## config.mk

```make
export PLATFORM = sky130hd
export DESIGN_NAME = uart_serial_rx
export DESIGN_NICKNAME = d
export VERILOG_FILES = /design/src/rtl/uart_serial_rx.sv
export SDC_FILE = /design/constraint.sdc
export NUM_CORES = 1
export LEC_CHECK = 0
export ABC_AREA = 1
export CORE_UTILIZATION = 55
export DETAILED_ROUTE_END_ITERATION = 16
export GPL_TIMING_DRIVEN = 0
export PLACE_DENSITY = 0.81
export REMOVE_ABC_BUFFERS = 1
export SLEW_MARGIN = 20
export SYNTH_ARGS = -nofsm -noshare
export SYNTH_HDL_FRONTEND = slang
export SYNTH_SLANG_ARGS = --single-unit
```

## constraint.sdc

```tcl
create_clock -name clk -period 2.5 [get_ports clk]
set_clock_uncertainty 0.15 [all_clocks]
set_input_delay 0.375 -clock clk [delete_from_list [all_inputs] [get_ports clk]]
set_output_delay 0.375 -clock clk [all_outputs]
set_load 0.005 [all_outputs]
```

## src/rtl/uart_serial_rx.sv

```systemverilog
// rtl/uart_serial_rx.sv - 16x oversampled UART receiver with framing/overrun detection and output FIFO.
// Optional even-parity checking is enabled by defining UART_SERIAL_RX_PARITY_EN.
module uart_serial_rx #(
  parameter int FIFO_DEPTH = 4,
  parameter int DIV_WIDTH  = 16
) (
  input  logic                 clk,
  input  logic                 rstn,
  input  logic [DIV_WIDTH-1:0] divisor,
  input  logic                 srx_pad_i,
  output logic [7:0]           rx_data,
  output logic                 rx_valid,
  input  logic                 rx_ready,
  output logic                 frame_err,
  output logic                 overrun,
`ifdef UART_SERIAL_RX_PARITY_EN
  output logic                 parity_err,
`endif
  output logic                 busy
);

  localparam int AW = $clog2(FIFO_DEPTH);

`ifdef UART_SERIAL_RX_PARITY_EN
  typedef enum logic [2:0] {IDLE, START, DATA, PARITY, STOP, BREAK} state_t;
`else
  typedef enum logic [2:0] {IDLE, START, DATA, STOP, BREAK} state_t;
`endif

  state_t               state, state_n;
  logic                 sync1, rxs;
  logic [DIV_WIDTH-1:0] tcnt, div_eff;
  logic                 tick;
  logic [3:0]           scnt, scnt_n;
  logic [2:0]           bitn, bitn_n;
  logic [7:0]           shreg, shreg_n;
  logic                 push_req, fe_n;
  logic [7:0]           mem [FIFO_DEPTH];
  logic [AW:0]          wptr, rptr;
  logic                 full, empty, pop, do_push;
`ifdef UART_SERIAL_RX_PARITY_EN
  logic                 pe_n;
`endif

  always_ff @(posedge clk or negedge rstn) begin
    if (!rstn) begin
      sync1 <= 1'b1;
      rxs   <= 1'b1;
    end else begin
      sync1 <= srx_pad_i;
      rxs   <= sync1;
    end
  end

  // Free-running down counter; a new divisor is picked up on the next reload.
  assign div_eff = (divisor == '0) ? DIV_WIDTH'(1) : divisor;
  assign tick    = (tcnt == '0);

  always_ff @(posedge clk or negedge rstn) begin
    if (!rstn)     tcnt <= '0;
    else if (tick) tcnt <= div_eff - DIV_WIDTH'(1);
    else           tcnt <= tcnt - DIV_WIDTH'(1);
  end

  always_ff @(posedge clk or negedge rstn) begin
    if (!rstn) begin
      state <= IDLE;
      scnt  <= '0;
      bitn  <= '0;
      shreg <= '0;
    end else begin
      state <= state_n;
      scnt  <= scnt_n;
      bitn  <= bitn_n;
      shreg <= shreg_n;
    end
  end

  always_comb begin
    state_n  = state;
    scnt_n   = tick ? scnt + 4'd1 : scnt;
    bitn_n   = bitn;
    shreg_n  = shreg;
    push_req = 1'b0;
    fe_n     = 1'b0;
`ifdef UART_SERIAL_RX_PARITY_EN
    pe_n     = 1'b0;
`endif
    case (state)
      IDLE: if (!rxs) begin
        scnt_n  = '0;
        state_n = START;
      end
      START: if (tick && scnt == 4'd7) begin
        if (rxs) state_n = IDLE;
        else begin
          scnt_n  = '0;
          bitn_n  = '0;
          state_n = DATA;
        end
      end
      DATA: if (tick && scnt == 4'd15) begin
        shreg_n = {rxs, shreg[7:1]};
        bitn_n  = bitn + 3'd1;
`ifdef UART_SERIAL_RX_PARITY_EN
        if (bitn == 3'd7) state_n = PARITY;
`else
        if (bitn == 3'd7) state_n = STOP;
`endif
      end
`ifdef UART_SERIAL_RX_PARITY_EN
      PARITY: if (tick && scnt == 4'd15) begin
        pe_n    = ^{shreg, rxs};
        state_n = STOP;
      end
`endif
      STOP: if (tick && scnt == 4'd15) begin
        if (rxs) begin
          push_req = 1'b1;
          state_n  = IDLE;
        end else begin
          fe_n    = 1'b1;
          state_n = BREAK;
        end
      end
      BREAK: if (rxs) state_n = IDLE;
      default: state_n = IDLE;
    endcase
  end

  // Full: MSBs differ while the index bits match.
  assign empty   = (wptr == rptr);
  assign full    = (wptr[AW] != rptr[AW]) && (wptr[AW-1:0] == rptr[AW-1:0]);
  assign pop     = rx_valid && rx_ready;
  assign do_push = push_req && (!full || pop);

  always_ff @(posedge clk or negedge rstn) begin
    if (!rstn) begin
      wptr      <= '0;
      rptr      <= '0;
      frame_err <= 1'b0;
      overrun   <= 1'b0;
      for (int i = 0; i < FIFO_DEPTH; i++) mem[i] <= '0;
    end else begin
      if (do_push) begin
        mem[wptr[AW-1:0]] <= shreg;
        wptr              <= wptr + (AW+1)'(1);
      end
      if (pop) rptr <= rptr + (AW+1)'(1);
      frame_err <= fe_n;
      overrun   <= push_req && full && !pop;
    end
  end

`ifdef UART_SERIAL_RX_PARITY_EN
  always_ff @(posedge clk or negedge rstn) begin
    if (!rstn) parity_err <= 1'b0;
    else       parity_err <= pe_n;
  end
`endif

  assign rx_data  = mem[rptr[AW-1:0]];
  assign rx_valid = !empty;
  assign busy     = (state != IDLE);

endmodule
```

==> results of run 1 <==
logic make-up after synthesis:
group | count (synthesis) | share of synthesized area, %
fa+ha+maj | 9 | 2.88
flops | 76 | 48.7
simple gates | 256 | 27.9
xor+xnor | 15 | 3.36
compound gates | 79 | 10.6
buf+inv | 67 | 6.55
synthesized netlist by cell type:
cell type  instances
dfstp_2            2
xor2_1            12
o21ai_1           32
nor2_4             2
buf_2              4
a21boi_0           1
clkbuf_1           7
nand3b_1           3
or2_2              2
inv_1             54
nor4_1             1
nand2_2            2
o22ai_1            8
ha_1               9
dfrtp_1           74
o21ai_0           33
nand3_1           32
nand4_1            4
nand2_1          135
nand3_2            4
buf_1              1
nor3_4             1
o21bai_1           2
nor3_1             5
xnor2_1            3
a21oi_1            2
inv_2              1
o211ai_1           1
nor2_1            65
final timing paths:
path                       cells past startpoint  slack (ns)     from    endpoint
min                                            0        0.21    sync1         rxs
max reg2reg                                   13        0.14  tcnt[7]    tcnt[14]
max in group asynchronous                      3        1.26     rstn     rptr[0]
min in group asynchronous                      2        0.35     rstn     mem[28]
max                                            5        0.13  rptr[0]  rx_data[3]
min reg2reg                                    0        0.21    sync1         rxs
state kept, by name (all words and copies together) (netlist names):
| name | cells |
|---|---|
| bitn | 3 |
| frame_err | 1 |
| mem | 32 |
| overrun | 1 |
| rptr | 3 |
| rxs | 1 |
| scnt | 4 |
| shreg | 8 |
| state | 3 |
| sync1 | 1 |
| tcnt | 16 |
| wptr | 3 |
worst register-to-register path, stage by stage (launching register included):
cell,delay [ns]
dfrtp_1,0.39
nor2_1,0.16
nand2_1,0.11
nor2_4,0.17
nand2_4,0.15
inv_2,0.14
nand3_1,0.08
nand2_1,0.10
ha_1,0.21
nand3_1,0.18
nor2_1,0.23
nand2_1,0.08
nand2_1,0.05
nand2_1,0.05
layer usage:
layer,up-vias,share of wire [%],track usage [%]
li1,1689,-,-
met1,1589,43,28.1
met5,-,0,0
met4,0,2.5,10.9
met2,65,51,45.7
met3,19,3.3,5.33
stage by stage:
step	hold WS [ns]	worst slack, ns	cells	area (µm²)	setup TNS (ns)
3_5_place_dp	0.198	-0.241	618	4310	-8.23
2_1_floorplan	-0.0706	0.284	490	3860	0
5_1_grt	0.213	0.0175	643	4670	0
6_report	0.209	0.130	643	4670	0
3_3_place_gp	0.198	-1.66	617	4290	-129.53
4_1_cts	0.209	0.00500	643	4650	0
where the power goes:
group | total [µW] | leakage, µW | internal, µW | switching [µW]
logic | 719 | 0.00115 | 377 | 341
registers | 1330 | 0.000990 | 1270 | 60.2
clock network | 1020 | 0.000102 | 558 | 463
what timing repair did:
action	4_1_cts	5_1_grt
pin swaps	3	1
buffers inserted	9	0
gates resized for setup	8	7
hold endpoints to repair	31	0
setup endpoints to repair	55	13
hold buffers	1	0
cell type report:
cell class	count	area (µm²)	share of cell area, %
Sequential cell	76	1910	40.9
Multi-Input combinational cell	359	1790	38.3
Timing Repair Buffer	42	425	9.11
Inverter	55	213	4.56
Clock buffer	9	124	2.65
Tap cell	96	120	2.57
Clock inverter	6	88.8	1.90
==> impl_metrics.ini, run 1 <==
[run_status]
run_status = completed

[die]
start_util_pct = 57.3
ioPinCount = 32
row_count = 30
core_um2 = 6830
die_width_um = 86.4
dieArea_um2 = 7460
dieHeight_um = 86.4

[cts]
clock_latency_ns = 0.36
cts_sinks = 76
cts-root-buf = clkbuf_8
cts_buffers = 9
cts_max_level = 3
cts_tree = built
clkTransAtPathRegs_ns = 0.08
clk_path_buf_depth = 2

[pwr]
p_per_area_nw_per_um2 = 657
p_total_uw = 3070
p_leak_uw = 0.00224
vdd_drop_max_mv = 0.389

[detailed_routing]
vias_per_cell = 5.23
ant_nets = 0
drt_first_iter_violations = 198
first_pass_iters = 5
wl_per_cell_um = 13.2
wl_um = 8520
vias = 3362
drc_errors = 0

[final_layout]
final_util_pct = 68.3
layout_commonest_cell = nand2_1
syn2layout_area_growth_pct = 19.3
fillers = 580
drive_above_1_share_pct = 8.23
final_cell_mix = 135 x nand2_1, 72 x dfrtp_1, 65 x nor2_1
diodes = 0
nNetsFinal = 572

[synth]
synth_cell_types = 29
synth_top_area_cell = dfrtp_1
avgSynthCellArea_um2 = 7.80
yosys.area.top_type_share_pct = 47.3
yosys_register_bits = 76
synth_area_um2 = 3910
postSynthCellCount = 502
yosysSeqAreaShare_pct = 48.7
ys.warnings.count = 0
synthTopCellsByArea = dfrtp_1 47%, nand2_1 13%, nor2_1 6.2%

[grt]
grt.total_usage_pct = 25.0
gr-total-overflow = 0
antenna_found_initial = 0
grt_start_max_net_pins = 44
grt_pass1_wl_um = 14300
grt_pass1_vias = 3220

[setup_path]
crit_family = buffers and inverters
critPathArrivalTime_ns = 1.84
crit_fanout = 5
worst-setup-path-type = reg2out
max_stage_delay_ns = 0.52
required_ns = 1.98
endpoint_kind = output pin
cp-start-kind = flop
worstPathCellList = clkinvlp_4, buf_4, nor2_1, o22ai_1, clkdlybuf4s50_1
slowest_stage = dfrtp_4
critPathBufInv = 3

[placement]
gp_congestion = 0.955
place_hpwl_um = 5760
port-buffer-count = 31

[timing]
fin_crit_sh_pct = 94.8
slew_headroom_pct = 68.6
period_needed_ns = 2.37
clock.fmax_ghz = 0.422
rsz0062_at_grt = no
finalHoldViolCount = 0
setup_viol = 0
maxSlewViolCount = 0
worst_pin_slew_ns = 0.470

[job]
cap_violations = 0

[worst_hold_path]
hold_path_class = reg2reg
Power figures use the tool's default switching activity.
==> inputs of run 2 (changes only) <==
--- a/config.mk
+++ b/config.mk
@@ -6,11 +6,14 @@
 export NUM_CORES = 1
 export LEC_CHECK = 0
 export ABC_AREA = 1
-export CORE_UTILIZATION = 55
+export CELL_PAD_IN_SITES_DETAIL_PLACEMENT = 0
+export CELL_PAD_IN_SITES_GLOBAL_PLACEMENT = 1
+export CORE_UTILIZATION = 43
 export DETAILED_ROUTE_END_ITERATION = 16
 export GPL_TIMING_DRIVEN = 0
-export PLACE_DENSITY = 0.81
+export PLACE_DENSITY = 0.84
 export REMOVE_ABC_BUFFERS = 1
+export SKIP_LAST_GASP = 1
 export SLEW_MARGIN = 20
 export SYNTH_ARGS = -nofsm -noshare
 export SYNTH_HDL_FRONTEND = slang
==> impl_metrics.ini, run 2 (same netlist as run 1, synthesis figures left out) <==
[grt]
antenna_found_initial = 0
grt_start_max_net_pins = 57
gr-total-overflow = 0
grt.total_usage_pct = 19.9
grt_pass1_wl_um = 15200
grt_pass1_vias = 3257

[setup_path]
worstPathCellList = clkinvlp_4, buf_4, o21ai_0, o22ai_1, clkdlybuf4s50_1
regToRegEndpoint = tcnt[8]
reg2reg_from = tcnt[1]
reg2reg_slack_ns = 0.25
required_ns = 1.98
slowest_stage = clkdlybuf4s50_1
crit_fanout = 9
endpoint_kind = output pin
critPathBufInv = 3
worst-r2r-cell-count = 12
crit_family = buffers and inverters
cp-start-kind = flop
cp.depth = 5
critPathArrivalTime_ns = 1.89
max_stage_delay_ns = 0.53
worst-setup-path-type = reg2out

[cts]
clock_latency_ns = 0.35
cts_buffers = 9
cts_max_level = 3
cts_tree = built
clkTransAtPathRegs_ns = 0.08
cts-root-buf = clkbuf_8
clk_path_buf_depth = 2
cts_sinks = 76

[final_layout]
syn2layout_area_growth_pct = 20.9
layout_commonest_cell = nand2_1
diodes = 0
layout.area.seq_um2 = 1910
fillers = 855
multi_input_area_um2 = 1800
final_cell_mix = 135 x nand2_1, 72 x dfrtp_1, 64 x nor2_1
drive_above_1_share_pct = 8.93
nNetsFinal = 574
largest_register_ffs = 32
reg_top3 = mem (32), tcnt (16), shreg (8)
regMostFlops = mem

[placement]
place_hpwl_um = 5710
port-buffer-count = 31
dp_slack_ns = -0.282
gp_congestion = 0.817

[detailed_routing]
vias_per_cell = 4.99
wl_um = 8570
first_pass_iters = 4
ant_nets = 0
vias = 3279
drc_errors = 0
drt_first_iter_violations = 105
wl_per_cell_um = 13.0

[pwr]
p_leak_uw = 0.00225
p_total_uw = 3210
p_per_area_nw_per_um2 = 678
vdd_drop_max_mv = 0.309

[timing]
worst_pin_slew_ns = 0.502
rsz0062_at_grt = no
maxSlewViolCount = 0
finalHoldViolCount = 0
slew_headroom_pct = 66.5
finalWorstSetupSlack_ns = 0.0835
period_needed_ns = 2.42
setup_viol = 0
clock.fmax_ghz = 0.414
fin_crit_sh_pct = 96.7

[die]
ioPinCount = 32
dieHeight_um = 97.4
die_width_um = 97.4
row_count = 34
start_util_pct = 44.7
core_um2 = 8760
dieArea_um2 = 9490

[worst_hold_path]
hold_path_end = rxs
hold_path_class = reg2reg
whs_path_depth = 0
hp-start = sync1

[run_status]
run_status = completed

[job]
cap_violations = 0
run 2: final cells by class:
cell class,count,area share [%]
well taps,108,2.85
inverters,55,4.49
clock buffers,9,2.62
flip-flops and latches,76,40.3
multi-input cells,359,37.9
repair buffers,44,9.41
clock inverters,6,2.35
run 2: what timing repair did:
action,4_1_cts,5_1_grt
buffers inserted,9,2
endpoints found under the hold margin,20,0
setup endpoints to repair,59,12
cloned,0,0
hold buffers,1,0
pin swaps,3,3
resized for setup,9,7
run 2: metrics by stage:
stage / hold slack, ns / cell area (µm²) / utilization, % / instances / setup TNS [ns]
final: 0.209 / 4730 / 54.0 / 657 / 0
after global routing: 0.212 / 4730 / 54.0 / 657 / 0
after CTS: 0.211 / 4700 / 53.6 / 655 / 0
after detailed placement: 0.145 / 4330 / 49.5 / 630 / -9.82
after global placement: 0.197 / 4310 / 49.2 / 629 / -144.16
after floorplan: -0.0706 / 3860 / - / 490 / 0
run 2: power by group:
part / total [µW] / leakage [µW] / internal [µW] / switching (µW)
registers: 1330 / 0.000990 / 1270 / 64.8
logic: 749 / 0.00115 / 398 / 352
clock network: 1130 / 0.000116 / 659 / 469
run 2: how the worst max path moves through the flow:
stage	start	end	slack [ns]
floorplan	tcnt[3]	tcnt[8]	0.28
detailed placement	tcnt[1]	mem[24]	-0.28
global placement	rstn	bitn[0]	-1.83
CTS	tcnt[1]	tcnt[8]	0.03
global route	rptr[0]	rx_data[4]	0.0003
finish	rptr[0]	rx_data[7]	0.08
run 2: layer usage:
| layer | wire (µm) | up-vias | GRT usage, % | share of wire, % |
|---|---|---|---|---|
| li1 | - | 1698 | - | - |
| met1 | 3940 | 1511 | 25.8 | 46 |
| met2 | 4170 | 55 | 33.2 | 49 |
| met3 | 297 | 15 | 3.81 | 3.5 |
| met4 | 165 | 0 | 7.35 | 1.9 |
| met5 | 0 | - | 0 | 0 |
==> inputs of run 3 (changes only) <==
--- a/config.mk
+++ b/config.mk
@@ -13,6 +13,7 @@
 export GPL_TIMING_DRIVEN = 0
 export PLACE_DENSITY = 0.84
 export REMOVE_ABC_BUFFERS = 1
+export SETUP_SLACK_MARGIN = 0.5
 export SKIP_LAST_GASP = 1
 export SLEW_MARGIN = 20
 export SYNTH_ARGS = -nofsm -noshare
==> impl_metrics.ini, run 3 (same netlist as run 1, synthesis figures left out) <==
[pwr]
p_comb_share_pct = 27.8
p_total_uw = 3390
switching_share_pct = 29.7
p_per_area_nw_per_um2 = 620
seq_power_share_pct = 38.7
switching_power_uw = 1010
p_int_uw = 2380
p_leak_uw = 0.00253
vdd_drop_max_mv = 0.322
clock_power_share_pct = 33.5

[die]
row_count = 34
start_util_pct = 44.7
dieArea_um2 = 9490
ioPinCount = 32
die_width_um = 97.4
dieHeight_um = 97.4
core_um2 = 8760

[timing]
rsz0062_at_grt = yes
maxSlewViolCount = 0
clock.fmax_ghz = 0.467
whs_ns = 0.209
setup_viol = 0
worst_pin_slew_ns = 0.576
finalWorstSetupSlack_ns = 0.358
period_needed_ns = 2.14
setup-tns-final_ns = 0
slew_headroom_pct = 61.5
fin_crit_sh_pct = 85.7
finalHoldViolCount = 0

[detailed_routing]
drt_first_iter_violations = 129
drc_errors = 0
first_pass_iters = 5
vias_per_cell = 5.19
wl_um = 10700
vias = 3597
wl_per_cell_um = 15.4
ant_nets = 0

[final_layout]
layout_commonest_cell = nand2_1
largest_register_ffs = 32
final_cell_mix = 93 x nand2_1, 70 x dfrtp_1, 51 x inv_1
nNetsFinal = 610
reg_top3 = mem (32), tcnt (16), shreg (8)
regMostFlops = mem
syn2layout_area_growth_pct = 39.7
diodes = 0
drive_above_1_share_pct = 30.1
final_util_pct = 62.4

[grt]
antenna_found_initial = 0
grt_pass1_vias = 3618
gr-total-overflow = 0
grt_start_max_net_pins = 57
grt_pass1_wl_um = 17500
grt.total_usage_pct = 23.3

[setup_path]
crit_fanout = 5
worstPathCellList = buf_12, clkinvlp_4, buf_6, nor2_1, o22ai_1, buf_2
critPathArrivalTime_ns = 1.62
required_ns = 1.98
critPathBufInv = 4
cp-start-kind = flop
slowest_stage = dfrtp_4
reg2reg_slack_ns = 0.43
regToRegEndpoint = mem[7]
endpoint_kind = output pin
worst-r2r-cell-count = 7
crit_family = flip-flops
worst-setup-path-type = reg2out
max_stage_delay_ns = 0.52
reg2reg_from = rptr[0]

[worst_hold_path]
whs_path_depth = 0
hp-start = sync1
hold_path_end = rxs
hold_path_class = reg2reg

[placement]
dp_slack_ns = -0.282
place_hpwl_um = 5710
gp_congestion = 0.817
port-buffer-count = 31

[cts]
cts_max_level = 3
cts-root-buf = clkbuf_8
cts_buffers = 9
cts_tree = built
cts_sinks = 76
clkTransAtPathRegs_ns = 0.08
clk_path_buf_depth = 2
clock_latency_ns = 0.36

[job]
cap_violations = 0

[run_status]
run_status = completed
==> run 3: cell types whose count changed in the layout (fill, tap and decap cells not counted), sizes merged <==
| cell | before | now |
|---|---|---|
| buf | 13 | 53 |
| clkdlybuf4s50 | 28 | 20 |
| nand3 | 36 | 40 |
| dlymetal6s2s | 2 | 1 |
| nand2 | 137 | 138 |
==> run 3: metrics by stage <==
step | std cells | instance area, µm²
CTS | 685 | 5120
global placement | 629 | 4310
detailed placement | 630 | 4330
finish | 693 | 5470
global route | 693 | 5470
floorplan | 490 | 3860
==> run 3: power groups by stage <==
stage	logic [µW]	registers [µW]	clock network (µW)
after CTS	844	1310	1160
after floorplan	306	1330	0
final	941	1310	1140
after global placement	604	1370	0
after detailed placement	617	1370	0
after global routing	1030	1310	1210
==> run 3: layer usage <==
metal | track usage [%] | up-vias | part of all wire (%)
li1 | - | 1777 | -
met3 | 3.81 | 18 | 3.1
met2 | 40.3 | 68 | 52
met5 | 0 | - | 0
met1 | 29.5 | 1734 | 43
met4 | 7.92 | 0 | 2.0
==> run 3: final cells by class <==
type / instances / area [µm²]
Clock inverter: 6 / 111
Inverter: 55 / 218
Fill cell: 759 / 3290
Multi-Input combinational cell: 364 / 2240
Sequential cell: 76 / 1910
Timing Repair Buffer: 75 / 731
Clock buffer: 9 / 124
Tap cell: 108 / 135
==> run 3: worst reg2reg max path, stage by stage, from the launching register on <==
cell	delay, ns
dfrtp_4	0.52
buf_6	0.14
xor2_1	0.19
a21oi_2	0.06
nand2_2	0.44
nand3_4	0.26
nand2_1	0.12
o21ai_1	0.07
==> run 3: how the worst max path moves through the flow <==
stage / startpoint / endpoint / slack, ns / cells after the start
global placement: rstn / bitn[0] / -1.83 / 1
global route: tcnt[4] / tcnt[14] / 0.30 / 14
detailed placement: tcnt[1] / mem[24] / -0.28 / 10
floorplan: tcnt[3] / tcnt[8] / 0.28 / 12
finish: rptr[0] / rx_data[7] / 0.36 / 6
CTS: rptr[0] / rx_data[6] / 0.39 / 6
==> run 3: repair_timing <==
action / in CTS / in global routing
endpoints found under the setup margin: 80 / 76
gates resized for setup: 106 / 86
setup buffers: 33 / 7
pin swaps: 18 / 36
hold buffers: 1 / 0
gates cloned: 6 / 1
hold endpoints to repair: 20 / 0
